$ cat src/rtl/seg7_pkg.sv
// Shared seven-segment definitions: active-low cathode patterns (bit7 = DP, bits6..0 = g..a),
// capture FSM states and the decoded-digit payload.
package seg7_pkg;

    localparam int unsigned NUM_DIGITS = 4;
    localparam int unsigned DIGIT_W    = 4;
    localparam int unsigned IDX_W      = $clog2(NUM_DIGITS);

    localparam logic [7:0] SEG_0     = 8'hC0;
    localparam logic [7:0] SEG_1     = 8'hF9;
    localparam logic [7:0] SEG_2     = 8'hA4;
    localparam logic [7:0] SEG_3     = 8'hB0;
    localparam logic [7:0] SEG_4     = 8'h99;
    localparam logic [7:0] SEG_5     = 8'h92;
    localparam logic [7:0] SEG_6     = 8'h82;
    localparam logic [7:0] SEG_7     = 8'hF8;
    localparam logic [7:0] SEG_8     = 8'h80;
    localparam logic [7:0] SEG_9     = 8'h90;
    localparam logic [7:0] SEG_BLANK = 8'hFF;

    typedef enum logic [1:0] {
        ST_IDLE  = 2'd0,
        ST_TRACK = 2'd1,
        ST_HOLD  = 2'd2
    } cap_state_t;

    typedef struct packed {
        logic               illegal;
        logic [DIGIT_W-1:0] value;
    } bcd_t;

    // Forward mapping used by the display driver; DP is left dark.
    function automatic logic [7:0] bcd_to_seg(input logic [DIGIT_W-1:0] v);
        case (v)
            4'd0:    return SEG_0;
            4'd1:    return SEG_1;
            4'd2:    return SEG_2;
            4'd3:    return SEG_3;
            4'd4:    return SEG_4;
            4'd5:    return SEG_5;
            4'd6:    return SEG_6;
            4'd7:    return SEG_7;
            4'd8:    return SEG_8;
            4'd9:    return SEG_9;
            default: return SEG_BLANK;
        endcase
    endfunction

endpackage

$ cat src/rtl/seg7_to_bcd.sv
// Inverse segment lookup: 7-bit g..a pattern to BCD value, flagging anything that is not 0..9.
module seg7_to_bcd
    import seg7_pkg::*;
(
    input  logic [6:0] i_seg,
    output bcd_t       o_bcd_c
);

    always_comb begin
        o_bcd_c.illegal = 1'b0;
        o_bcd_c.value   = 4'd0;
        case (i_seg)
            SEG_0[6:0]: o_bcd_c.value = 4'd0;
            SEG_1[6:0]: o_bcd_c.value = 4'd1;
            SEG_2[6:0]: o_bcd_c.value = 4'd2;
            SEG_3[6:0]: o_bcd_c.value = 4'd3;
            SEG_4[6:0]: o_bcd_c.value = 4'd4;
            SEG_5[6:0]: o_bcd_c.value = 4'd5;
            SEG_6[6:0]: o_bcd_c.value = 4'd6;
            SEG_7[6:0]: o_bcd_c.value = 4'd7;
            SEG_8[6:0]: o_bcd_c.value = 4'd8;
            SEG_9[6:0]: o_bcd_c.value = 4'd9;
            default:    o_bcd_c.illegal = 1'b1;
        endcase
    end

endmodule

$ cat src/rtl/seg7_capture.sv
// Snoops a multiplexed 4-digit seven-segment bus and recovers per-digit BCD values once a
// digit's pattern has been stable long enough; stale digits lose valid after a timeout.
module seg7_capture
    import seg7_pkg::*;
#(
    parameter int unsigned STABLE_CYCLES  = 4,
    parameter int unsigned TIMEOUT_CYCLES = 400000
) (
    input  logic        clk,
    input  logic        reset,
    input  logic [3:0]  an,
    input  logic [7:0]  seg,
    output logic [15:0] digits,
    output logic [3:0]  dp,
    output logic [3:0]  valid,
    output logic [3:0]  err,
    output logic        update
);

    localparam int unsigned CNT_W = $clog2(STABLE_CYCLES + 1);
    localparam int unsigned TO_W  = $clog2(TIMEOUT_CYCLES + 1);
    localparam logic [CNT_W-1:0] STABLE_LAST = CNT_W'(STABLE_CYCLES);
    localparam logic [TO_W-1:0]  TO_LOAD     = TO_W'(TIMEOUT_CYCLES);
    localparam bit               SINGLE      = (STABLE_CYCLES == 1);

    logic [3:0]       r_an;
    logic [7:0]       r_seg;
    cap_state_t       r_state, w_state_nxt;
    logic [IDX_W-1:0] r_idx, w_idx_nxt, w_idx;
    logic [7:0]       r_pat, w_pat_nxt;
    logic [CNT_W-1:0] r_cnt, w_cnt_nxt;
    logic             w_sel, w_same, w_start, w_cap;
    bcd_t             w_bcd;

    logic [15:0]      r_digits;
    logic [3:0]       r_dp, r_valid, r_err;
    logic             r_update;
    logic [TO_W-1:0]  r_to [NUM_DIGITS];

    seg7_to_bcd u_dec (
        .i_seg   (r_seg[6:0]),
        .o_bcd_c (w_bcd)
    );

    // One-cold anode decode; anything else is blanking.
    always_comb begin
        w_sel = 1'b1;
        w_idx = '0;
        case (r_an)
            4'b1110: w_idx = IDX_W'(0);
            4'b1101: w_idx = IDX_W'(1);
            4'b1011: w_idx = IDX_W'(2);
            4'b0111: w_idx = IDX_W'(3);
            default: w_sel = 1'b0;
        endcase
    end

    assign w_same = (w_idx == r_idx) && (r_seg == r_pat);

    always_ff @(posedge clk) begin
        if (reset) begin
            r_an    <= 4'hF;
            r_seg   <= SEG_BLANK;
            r_state <= ST_IDLE;
            r_idx   <= '0;
            r_pat   <= SEG_BLANK;
            r_cnt   <= '0;
        end else begin
            r_an    <= an;
            r_seg   <= seg;
            r_state <= w_state_nxt;
            r_idx   <= w_idx_nxt;
            r_pat   <= w_pat_nxt;
            r_cnt   <= w_cnt_nxt;
        end
    end

    // Stability tracker; w_start (re)opens a track on a new selected sample.
    always_comb begin
        w_state_nxt = r_state;
        w_idx_nxt   = r_idx;
        w_pat_nxt   = r_pat;
        w_cnt_nxt   = r_cnt;
        w_cap       = 1'b0;
        w_start     = 1'b0;
        case (r_state)
            ST_IDLE: w_start = w_sel;
            ST_TRACK: begin
                if (!w_sel) begin
                    w_state_nxt = ST_IDLE;
                    w_cnt_nxt   = '0;
                end else if (w_same) begin
                    if (r_cnt + CNT_W'(1) == STABLE_LAST) begin
                        w_cap       = 1'b1;
                        w_state_nxt = ST_HOLD;
                        w_cnt_nxt   = STABLE_LAST;
                    end else begin
                        w_cnt_nxt   = r_cnt + CNT_W'(1);
                    end
                end else begin
                    w_start = 1'b1;
                end
            end
            ST_HOLD: begin
                if (!w_sel) begin
                    w_state_nxt = ST_IDLE;
                    w_cnt_nxt   = '0;
                end else if (!w_same) begin
                    w_start = 1'b1;
                end
            end
            default: begin
                w_state_nxt = ST_IDLE;
                w_cnt_nxt   = '0;
            end
        endcase
        if (w_start) begin
            w_idx_nxt = w_idx;
            w_pat_nxt = r_seg;
            w_cnt_nxt = CNT_W'(1);
            if (SINGLE) begin
                w_cap       = 1'b1;
                w_state_nxt = ST_HOLD;
            end else begin
                w_state_nxt = ST_TRACK;
            end
        end
    end

    // Capture writes and per-digit timeouts; a capture outranks expiry in the same cycle.
    always_ff @(posedge clk) begin
        if (reset) begin
            r_digits <= '0;
            r_dp     <= '0;
            r_valid  <= '0;
            r_err    <= '0;
            r_update <= 1'b0;
            for (int i = 0; i < NUM_DIGITS; i++) r_to[i] <= '0;
        end else begin
            r_update <= w_cap;
            for (int i = 0; i < NUM_DIGITS; i++) begin
                if (w_cap && (w_idx == IDX_W'(i))) begin
                    r_digits[DIGIT_W*i +: DIGIT_W] <= w_bcd.illegal ? 4'd0 : w_bcd.value;
                    r_dp[i]    <= ~r_seg[7];
                    r_valid[i] <= 1'b1;
                    r_err[i]   <= w_bcd.illegal;
                    r_to[i]    <= TO_LOAD;
                end else if (r_to[i] != '0) begin
                    r_to[i] <= r_to[i] - TO_W'(1);
                    if (r_to[i] == TO_W'(1)) r_valid[i] <= 1'b0;
                end
            end
        end
    end

    assign digits = r_digits;
    assign dp     = r_dp;
    assign valid  = r_valid;
    assign err    = r_err;
    assign update = r_update;

endmodule

$ cat config.mk
export PLATFORM = sky130hd
export DESIGN_NAME = seg7_capture
export DESIGN_NICKNAME = d
export VERILOG_FILES = /design/src/rtl/seg7_pkg.sv /design/src/rtl/seg7_to_bcd.sv /design/src/rtl/seg7_capture.sv
export SDC_FILE = /design/constraint.sdc
export NUM_CORES = 1
export LEC_CHECK = 0
export CAP_MARGIN = 20
export CORE_ASPECT_RATIO = 0.8
export CORE_MARGIN = 10
export CORE_UTILIZATION = 50
export DETAILED_ROUTE_END_ITERATION = 6
export HOLD_SLACK_MARGIN = 0.03
export PLACE_DENSITY_LB_ADDON = 0.15
export SLEW_MARGIN = 20
export SYNTH_ARGS = -nofsm -noshare
export SYNTH_HDL_FRONTEND = slang
export SYNTH_SLANG_ARGS = --single-unit
$ cat constraint.sdc
create_clock -name clk -period 2.7 [get_ports clk]
set_input_delay 0.27 -clock clk [delete_from_list [all_inputs] [get_ports clk]]
set_output_delay 0.27 -clock clk [all_outputs]
set_load 0.01 [all_outputs]
* Yosys cells after proc, flatten, opt, wreduce, memory -nomap -nowiden
Memory sizes are Yosys's and may differ from the RTL's. Index checks and enable logic that the tools add are counted.
Operators by class: $add $sub $neg 5, equal/unequal tests 32, mux-type cells 74, bitwise logic cells 10, reduce and logical (&&, ||, !) cells 32
Operators by type and width (number):
- $mux 19 | 8
- $eq 19x1->1 const B | 4
- $reduce_bool 19->1 | 4
- $sub 19x1->19 const B | 4
- $mux 1 | 52
- $pmux 4 s9 | 1
- $eq 7x5->1 const B | 3
- $eq 7x7->1 const B | 3
- $reduce_bool 2->1 | 8
- $eq 7x6->1 const B | 2
- $eq 4x4->1 const B | 3
- $mux 3 | 4
- $pmux 2 s3 | 2
- $reduce_or 10->1 | 1
- $ne 3x3->1 const B | 3
- $pmux 3 s3 | 1
- $eq 8x8->1 | 1
- $mux 2 | 4
- $ne 4x4->1 const B | 2
- $or 1x1->1 | 8
- $reduce_and 2->1 | 4
- $reduce_and 4->1 | 2
- $eq 7x2->1 const B | 1
- $logic_not 7->1 | 1
- 15 further kinds | 27
Storage, ports and cells: flip-flop bits (word level) 56, RAM bits 76, output and inout bits 29, logic and storage cells 179, memories kept 1
Memory list:
- r_to | depth 4, width 19, read ports 4, clocked after memory_dff 0, wr ports 4, RTL line seg7_capture.sv:38 | logic [TO_W-1:0] r_to [NUM_DIGITS];

* Logic depth before layout (Yosys ltp)
Gate-level depths: netlist of the first run.
depth in word-level cells 13, mapped depth 10, mapped depth without buffers 8

* Cells and area by module
From an unflattened synthesis of the first run, not the netlist that was laid out.
Second synthesis, totals: cell total of the unflattened synthesis 665, area, all modules 6625.1 sq um
By module, submodules not included:
- seg7_capture | instances 1, cells an instance 637, area an instance 6442.4 sq um
- seg7_to_bcd | instances 1, cells an instance 28, area an instance 182.7 sq um

* Worst setup path after synthesis of the first run
OpenSTA, ideal clock, no wires.
path type register -> register, start mem r_to[0][11] in the netlist's numbering, end mem r_to[0][0] in the netlist's numbering (enable), setup time 0.485 ns, arrival 2.284 ns, data required time 2.215 ns, setup slack -0.069 ns, stages on the path, launching flop included 5, buffers on the path 0, period minus slack after synthesis 2.769 ns, cells stage by stage edfxtp_1 or4_4 or4_4 nor3_1 nand4_1
RTL lines (RTL line):
- start: declaration | seg7_capture.sv:38

==> results.toml, run 1 <==
[status]
outcome = "completed"

[sta]
setup_violations = 0
finalCritPeriodShare_pct = 94.6
tightest_slew_ps = 646
fmax_ghz = 0.391
period_needed_ps = 2550
hold_slack_ps = 409
setup_tns_ps = 0
fin_ws_ps = 146
grt_setup_unrepaired = "false"
drv_slew = 0
hold_viol = 0
relSlewSlack_pct = 56.8
skew_ps = 12.6

[worst_hold_path]
min_path_cells = 2
hold_class = "input port to register"

[floorplan]
ios = 43
initial_core_util_pct = 51.7
dieArea_um2 = 18500
fp.dieH_um = 124
dieWidth_um = 150
num_rows = 37
core-area_um2 = 13000

[cells_and_area]
register_area_um2 = 3400
area_growth_syn_to_layout_pct = 21.4
fin_nets = 755
antenna_cells = 0
fin_cells = 914
multi_input_area_um2 = 3140
fillers = 1026
drive_gt1_share_pct = 14.5

[synthesis]
ys_warn_count = 0
synth_edf_count = 76
ys_types = 64
postSynthAreaPerCell_um2 = 10.2
syn_nets = 687
syn_inst = 658
synth_area_leaders = "edfxtp_1 (34%), dfxtp_1 (17%), nor2_1 (5.4%)"
synth_seq_cells = 132
synth_top_area_share_pct = 33.9
seq_area_frac_synth_pct = 50.6
synth_top_cell_by_area = "edfxtp_1"
synth_top_flop_cell = "edfxtp_1"
syn-cell-area_um2 = 6730
async_flop_share_pct = 0

[clocking]
clockRootBuffer = "clkbuf_16"
clock_latency_ps = 420
ctsHtreeMaxLevel = 4
clk_path_buf_depth = 2
path_clk_slew_ps = 50
clock-sinks = 132
cts_buffers = 17
postCtsHoldBufs = 0
cts_tree = "done"

[detailed_routing]
drc_errors = 0
final_antenna_net_count = 0
routedWlPerCell_um = 16.1
routed_via_density = 5.58
firstDrtPassIters = 5
drt_iter0_drc = 297
vias = 5100
totalWireLength_um = 14700

[pwr]
power_density_nw_per_um2 = 998
p_leak_nw = 3.21
irDropWorstVdd_v = 0.000499

[placement]
post-place-ws_ps = 39.7
post-place-cells = 881
portBuffers = 42
routabilityCongestion = 0.893
hpwl_um = 10400

[critical_path]
worstPathRequired_ps = 2850
endpoint_kind = "register"
path_max_fanout = 13
crit_type = "register to register"
arrival_ps = 2710
startpoint_type = "register"
rr_worst_depth = 6

[global_routing]
grt_remaining_overflow = 0
grt_pass1_wl_um = 24500
first_global_vias = 5021
grt_max_degree = 27
grtUsageTotal_pct = 16.4
antenna_found_initial = 0

[job]
max_cap_viol_count = 0
[worst paths after layout]
check | from | to | slack (ps)
worst max-delay path | r_to[0][11] | r_to[0][13] | 150
worst min-delay path | seg[1] | r_seg[1] | 410
worst max register to register | r_to[0][11] | r_to[0][13] | 150
worst min register to register | r_idx[1] | r_idx[1] | 480
[kinds of logic (layout without fill, tap and decap cells)]
family	count (synthesis)	in the layout	synth area share (%)
and+or+nand+nor	289	289	22.4
DFF	132	132	50.6
AOI/OAI and AO/OA	81	81	8.06
xor gates and xnor gates	70	70	9.12
buffers and inverters	47	128	3.48
muxes	24	24	3.59
adders and majority gates	15	15	2.79
[metal layers]
metal	routed length, um	track usage (%)	share of wire (%)	vias to the layer above
li1	-	-	-	2505
met1	7040	21.8	48	2449
met2	6730	25.2	46	130
met3	781	4.78	5.3	16
met4	168	5.52	1.1	0
met5	0	0	0	-
[report_power, final]
part | total [mW] | leakage (nW) | switching (mW) | internal, mW
clock | 2.29 | 0.307 | 0.831 | 1.45
combinational | 2.61 | 1.55 | 1.41 | 1.20
sequential | 3.25 | 1.36 | 0.455 | 2.80
total | 8.15 | 3.21 | 2.70 | 5.45
[cell usage in the layout, fill, tap and decap left out, types with 6 or more instances in the layout]
cell type	count
nor2_1	96
edfxtp_1	76
dfxtp_1	55
nand2_1	54
clkdlybuf4s50_1	42
xor2_1	36
buf_4	34
xnor2_1	33
nor3_1	25
a21oi_1	24
mux2i_1	23
clkbuf_16	19
inv_1	16
ha_1	15
or2_2	14
or3_1	12
nor4_1	11
nand3_1	11
o21ai_0	11
or4_1	9
nand4_1	8
o211ai_1	7
clkbuf_8	7
a22o_1	6
nand2b_1	6
[layout make-up]
cell class              instances  area share [%]
clock buffers                  27            7.05
repair buffers                 79            9.01
flip-flops and latches        132            41.7
inverters                      17           0.781
multi-input cells             479            38.4
clock inverters                 5           0.352
well taps                     175            2.68
[cell usage after synthesis (2+ instances only)]
| master | number |
|---|---|
| nor2_1 | 96 |
| edfxtp_1 | 76 |
| dfxtp_1 | 56 |
| nand2_1 | 54 |
| xor2_1 | 36 |
| xnor2_1 | 34 |
| nor3_1 | 26 |
| a21oi_1 | 25 |
| mux2i_1 | 23 |
| inv_1 | 16 |
| clkbuf_1 | 15 |
| ha_1 | 15 |
| or2_2 | 14 |
| nor4_1 | 13 |
| or3_1 | 12 |
| nand3_1 | 11 |
| o21ai_0 | 11 |
| or4_1 | 9 |
| nand4_1 | 8 |
| o211ai_1 | 7 |
| a22o_1 | 6 |
| buf_2 | 6 |
| nand2b_1 | 6 |
| a31o_2 | 5 |
| a31oi_1 | 5 |
| and2_1 | 5 |
| nand3b_1 | 5 |
| nand4b_1 | 5 |
| o31ai_1 | 5 |
| buf_4 | 4 |
| nor3b_1 | 4 |
| and3_1 | 3 |
| buf_6 | 3 |
| o41ai_1 | 3 |
| and4b_1 | 2 |
| nor2b_1 | 2 |
| nor4_4 | 2 |
| o311ai_0 | 2 |
| or4_4 | 2 |
| or4b_2 | 2 |
[worst max-delay path: stages, from the launching register on]
cell,delay [ps]
edfxtp_1,440
or4_4,570
or4_4,470
nor3_4,240
a21oi_1,110
nand2_1,360
nor2_1,100
[through the flow]
| stage | power, mW | util [%] | instance area, um2 |
|---|---|---|---|
| floorplan | 5.20 | - | 6740 |
| CTS | 8.20 | 62.5 | 8130 |
| global route | 8.65 | 62.8 | 8170 |
| global placement | 5.74 | 57.8 | 7520 |
| finish | 8.15 | 62.8 | 8170 |
| detailed placement | 5.85 | 57.8 | 7520 |
[sequential cells by signal, summed over array words and instances (netlist names)]
name and count:
r_to 76, digits 16, r_pat 8, r_seg 8
dp 4, err 4, r_an 4, valid 4
r_cnt 3, r_idx 2, r_state 2, update 1
[repair_timing]
action                                  in CTS  in global routing
pin swaps                                    0                  2
resized for setup                            1                  6
setup buffers                                0                  1
endpoints found under the setup margin       2                 64
hold endpoints to repair                     0                  0
Note: power is estimated with default switching activity, not from simulation.
==> run 2, diff against run 1 <==
CORE_MARGIN = 2   (was 10)
CTS_BUF_LIST = sky130_fd_sc_hd__clkbuf_4 sky130_fd_sc_hd__clkbuf_8   (was default)
==> results.toml, run 2 (synthesis results as in run 1) <==
[global_routing]
first_global_vias = 4862
grt_remaining_overflow = 0
antenna_found_initial = 0
grt_pass1_wl_um = 23800
grtUsageTotal_pct = 20.8
grt_max_degree = 40

[clocking]
clockRootBuffer = "clkbuf_8"
cts_buffers = 17
path_clk_slew_ps = 80
postCtsHoldBufs = 0
ctsHtreeMaxLevel = 4
cts_tree = "done"
clock-sinks = 132
clock_latency_ps = 440
clk_path_buf_depth = 2

[critical_path]
worstPathRequired_ps = 2860
r2r_end = "r_to[1][17]"
rr_worst_depth = 7
startpoint_type = "register"
path_max_fanout = 5
reg2reg_slack_ps = 220
endpoint_kind = "register"
arrival_ps = 2640
r2r-start = "r_to[1][12]"
crit_type = "register to register"

[cells_and_area]
fin_nets = 749
antenna_cells = 0
final_common_cell = "nor2_1"
fillers = 1094
largest_register_ffs = 76
area_growth_syn_to_layout_pct = 18.2
final_cell_mix = "nor2_1 (96), edfxtp_1 (76), dfxtp_1 (56)"
drive_gt1_share_pct = 13.0
regMostFlops = "r_to"

[placement]
routabilityCongestion = 0.857
hpwl_um = 10100
portBuffers = 42

[floorplan]
ios = 43
dieArea_um2 = 14400
dieWidth_um = 134
fp.dieH_um = 108
num_rows = 37
initial_core_util_pct = 51.7
core-area_um2 = 13000

[sta]
skew_ps = 16.2
hold_viol = 0
finalCritPeriodShare_pct = 91.9
relSlewSlack_pct = 59.7
fmax_ghz = 0.403
period_needed_ps = 2480
grt_setup_unrepaired = "false"
setup_violations = 0
tightest_slew_ps = 589
setup_tns_ps = 0
drv_slew = 0
hold_slack_ps = 398

[detailed_routing]
drt_iter0_drc = 373
routed_via_density = 5.53
route.met2.wl_um = 6670
routed.top_layer = "met4"
routedWlPerCell_um = 15.7
drc_errors = 0
dr_wl_met3_um = 543
totalWireLength_um = 14300
final_antenna_net_count = 0
wl_met1_um = 6950
vias = 5019
firstDrtPassIters = 5

[worst_hold_path]
min_to = "r_an[2]"
min_path_cells = 2
hold_class = "input port to register"
min_from = "an[2]"

[job]
max_cap_viol_count = 0

[pwr]
irDropWorstVdd_v = 0.000524
power_density_nw_per_um2 = 956
p_leak_nw = 3.09

[status]
outcome = "completed"
run 2: through the flow:
| stage | total power, mW | worst slack, ps | instances | utilization [%] | instance area [um2] |
|---|---|---|---|---|---|
| final | 7.60 | 219 | 908 | 61.1 | 7950 |
| after global routing | 8.11 | 7.32 | 908 | 61.1 | 7950 |
| after floorplan | 5.20 | 3.03 | 658 | - | 6740 |
| after CTS | 7.63 | 136 | 908 | 61.1 | 7940 |
| after global placement | 5.75 | 234 | 876 | 57.9 | 7530 |
| after detailed placement | 5.87 | 169 | 876 | 57.9 | 7530 |
run 2: metal layers:
layer  GRT usage, %  vias to the layer above
li1               -                     2497
met1           28.4                     2407
met2           33.2                      104
met3           4.90                       11
met4           5.62                        0
met5              0                        -
run 2: final cells by class:
cell class	instances	area, um2	share of cell area (%)
inverters	17	63.8	0.803
clock inverters	13	161	2.03
well taps	175	219	2.76
flip-flops and latches	132	3400	42.8
repair buffers	73	741	9.32
multi-input cells	479	3110	39.1
clock buffers	19	249	3.13
run 2: power breakdown:
group	internal (mW)	leakage, nW	total, mW	switching [mW]
logic	1.19	1.53	2.61	1.42
registers	2.79	1.36	3.25	0.459
clock network	0.932	0.200	1.73	0.803
total	4.92	3.09	7.60	2.68
run 2: repair_timing:
item / in CTS / in global routing
setup endpoints to repair: 0 / 15
setup buffers: 0 / 0
resized for setup: 0 / 1
hold endpoints to repair: 0 / 0
run 2: worst max-delay path by stage:
stage                            from     endpoint  slack (ps)
after floorplan           r_to[0][11]   r_to[0][0]           3
after detailed placement  r_to[1][10]  r_to[1][17]         170
after global routing       r_to[1][0]  r_to[1][12]           7
after CTS                 r_to[1][12]  r_to[1][17]         140
after global placement    r_to[1][12]  r_to[1][11]         230
final                     r_to[1][12]  r_to[1][17]         220
run 2: worst max-delay path, cell delays in order, from the launching register on:
cell and delay, ps:
edfxtp_1 420, or4_1 590, nor4b_1 300, buf_4 180
nand3_1 100, or2_2 310, a21oi_2 240, a21oi_1 70
==> run 3, diff against run 2 <==
CELL_PAD_IN_SITES_DETAIL_PLACEMENT = 0   (was default)
CELL_PAD_IN_SITES_GLOBAL_PLACEMENT = 1   (was default)
CORE_UTILIZATION = 44   (was 50)
==> results.toml, run 3 (synthesis results as in run 1) <==
[global_routing]
antenna_found_initial = 0
grt_remaining_overflow = 0
grt_max_degree = 30
grt_use_met1_pct = 25.1
grt_pass1_wl_um = 24400
grt_util_met3_pct = 4.64
busiest_layer = "met2"
grtUsageTotal_pct = 18.9
grt_use_met2_pct = 30.6
first_global_vias = 4904

[placement]
placed_cell_area_um2 = 7540
routabilityCongestion = 0.859
hpwl_um = 10300
portBuffers = 42

[critical_path]
endpoint = "r_to[2][12]"
crit_type = "register to register"
rr_worst_depth = 7
arrival_ps = 2620
path_max_fanout = 19
startpoint_type = "register"
reg2reg_slack_ps = 210
critPathLaunch = "r_an[2]"
worstPathRequired_ps = 2820
endpoint_kind = "register"
r2r_end = "r_to[2][12]"
r2r-start = "r_an[2]"

[sta]
tightest_slew_ps = 682
hold_slack_ps = 376
setup_tns_ps = 0
fmax_ghz = 0.401
grt_setup_unrepaired = "false"
skew_ps = 13.2
relSlewSlack_pct = 54.1
hold_viol = 0
finalCritPeriodShare_pct = 92.3
drv_slew = 0
period_needed_ps = 2490
setup_violations = 0

[pwr]
p_leak_nw = 3.11
irDropWorstVdd_v = 0.000545
power_density_nw_per_um2 = 959
power_mw = 7.68

[cells_and_area]
fillers = 1365
regMostFlops = "r_to"
fin_nets = 754
drive_gt1_share_pct = 13.8
largest_register_ffs = 76
final_cell_mix = "nor2_1 (96), edfxtp_1 (76), dfxtp_1 (56)"
final_common_cell = "nor2_1"
stdcell_area_um2 = 8010
area_growth_syn_to_layout_pct = 19.1
postLayoutCoreUtil_pct = 53.5
antenna_cells = 0

[detailed_routing]
final_antenna_net_count = 0
totalWireLength_um = 14500
routed_via_density = 5.39
drt_iter0_drc = 262
routedWlPerCell_um = 15.7
drc_errors = 0
vias = 5000
firstDrtPassIters = 5

[clocking]
clock-sinks = 132
clockRootBuffer = "clkbuf_8"
cts_buffers = 17
clock_latency_ps = 450
path_clk_slew_ps = 80
cts_tree = "done"
clk_path_buf_depth = 2
ctsHtreeMaxLevel = 4

[floorplan]
fp.dieH_um = 115
dieArea_um2 = 16300
num_rows = 40
dieWidth_um = 142
ios = 43
initial_core_util_pct = 44.9
core-area_um2 = 15000

[job]
max_cap_viol_count = 0

[worst_hold_path]
hold_class = "input port to register"

[status]
outcome = "completed"
[run 3: changes by cell type in the layout (fill, tap and decap cells not counted), moves of 2 or more]
| cell | delta |
|---|---|
| buf_12 | -3 |
| buf_4 | +8 |
| clkinv_4 | -3 |
| inv_6 | +2 |
[run 3: worst max-delay path, stage by stage (launching register included)]
cell,delay (ps)
dfxtp_1,540
xnor2_1,230
nor3_1,120
or2_1,380
nor2_1,270
nand4_1,210
nand4b_1,150
buf_4,280
[run 3: area by class of cell]
cell class,instances,area (um2),area share [%]
Clock buffer,19,255,3.19
Clock inverter,13,180,2.25
Inverter,17,63.8,0.797
Multi-Input combinational cell,479,3130,39.1
Sequential cell,132,3400,42.5
Tap cell,189,236,2.95
Timing Repair Buffer,78,741,9.25
[run 3: how the worst min path moves through the flow]
stage,from,to,slack [ps],depth (start not counted)
after CTS,seg[1],r_seg[1],350,2
final,seg[1],r_seg[1],380,2
after global routing,seg[2],r_seg[2],360,2
after detailed placement,digits[14],digits[14],460,1
after floorplan,an[0],r_an[0],370,1
after global placement,digits[1],digits[1],470,2
[run 3: repair_timing]
action / 4_1_cts / 5_1_grt
setup endpoints to repair: 0 / 54
hold buffers: 0 / 0
setup buffers: 0 / 1
gates resized for setup: 0 / 4
[run 3: stage by stage]
step | instances | worst slack [ps]
2_1_floorplan | 658 | 3.03
3_3_place_gp | 894 | 163
3_5_place_dp | 894 | 133
4_1_cts | 926 | 99.8
5_1_grt | 927 | 6.71
6_report | 927 | 207
[run 3: report_power, final]
group,switching (mW),total (mW),leakage (nW),internal [mW]
clock,0.808,1.85,0.217,1.04
sequential,0.455,3.25,1.36,2.79
combinational,1.39,2.59,1.54,1.19
[run 3: routing by layer]
layer | wire length [um] | share of wire (%) | vias up
met5 | 0 | 0 | -
met4 | 144 | 0.99 | 0
met3 | 546 | 3.8 | 10
met2 | 6730 | 46 | 92
met1 | 7090 | 49 | 2404
li1 | - | - | 2494
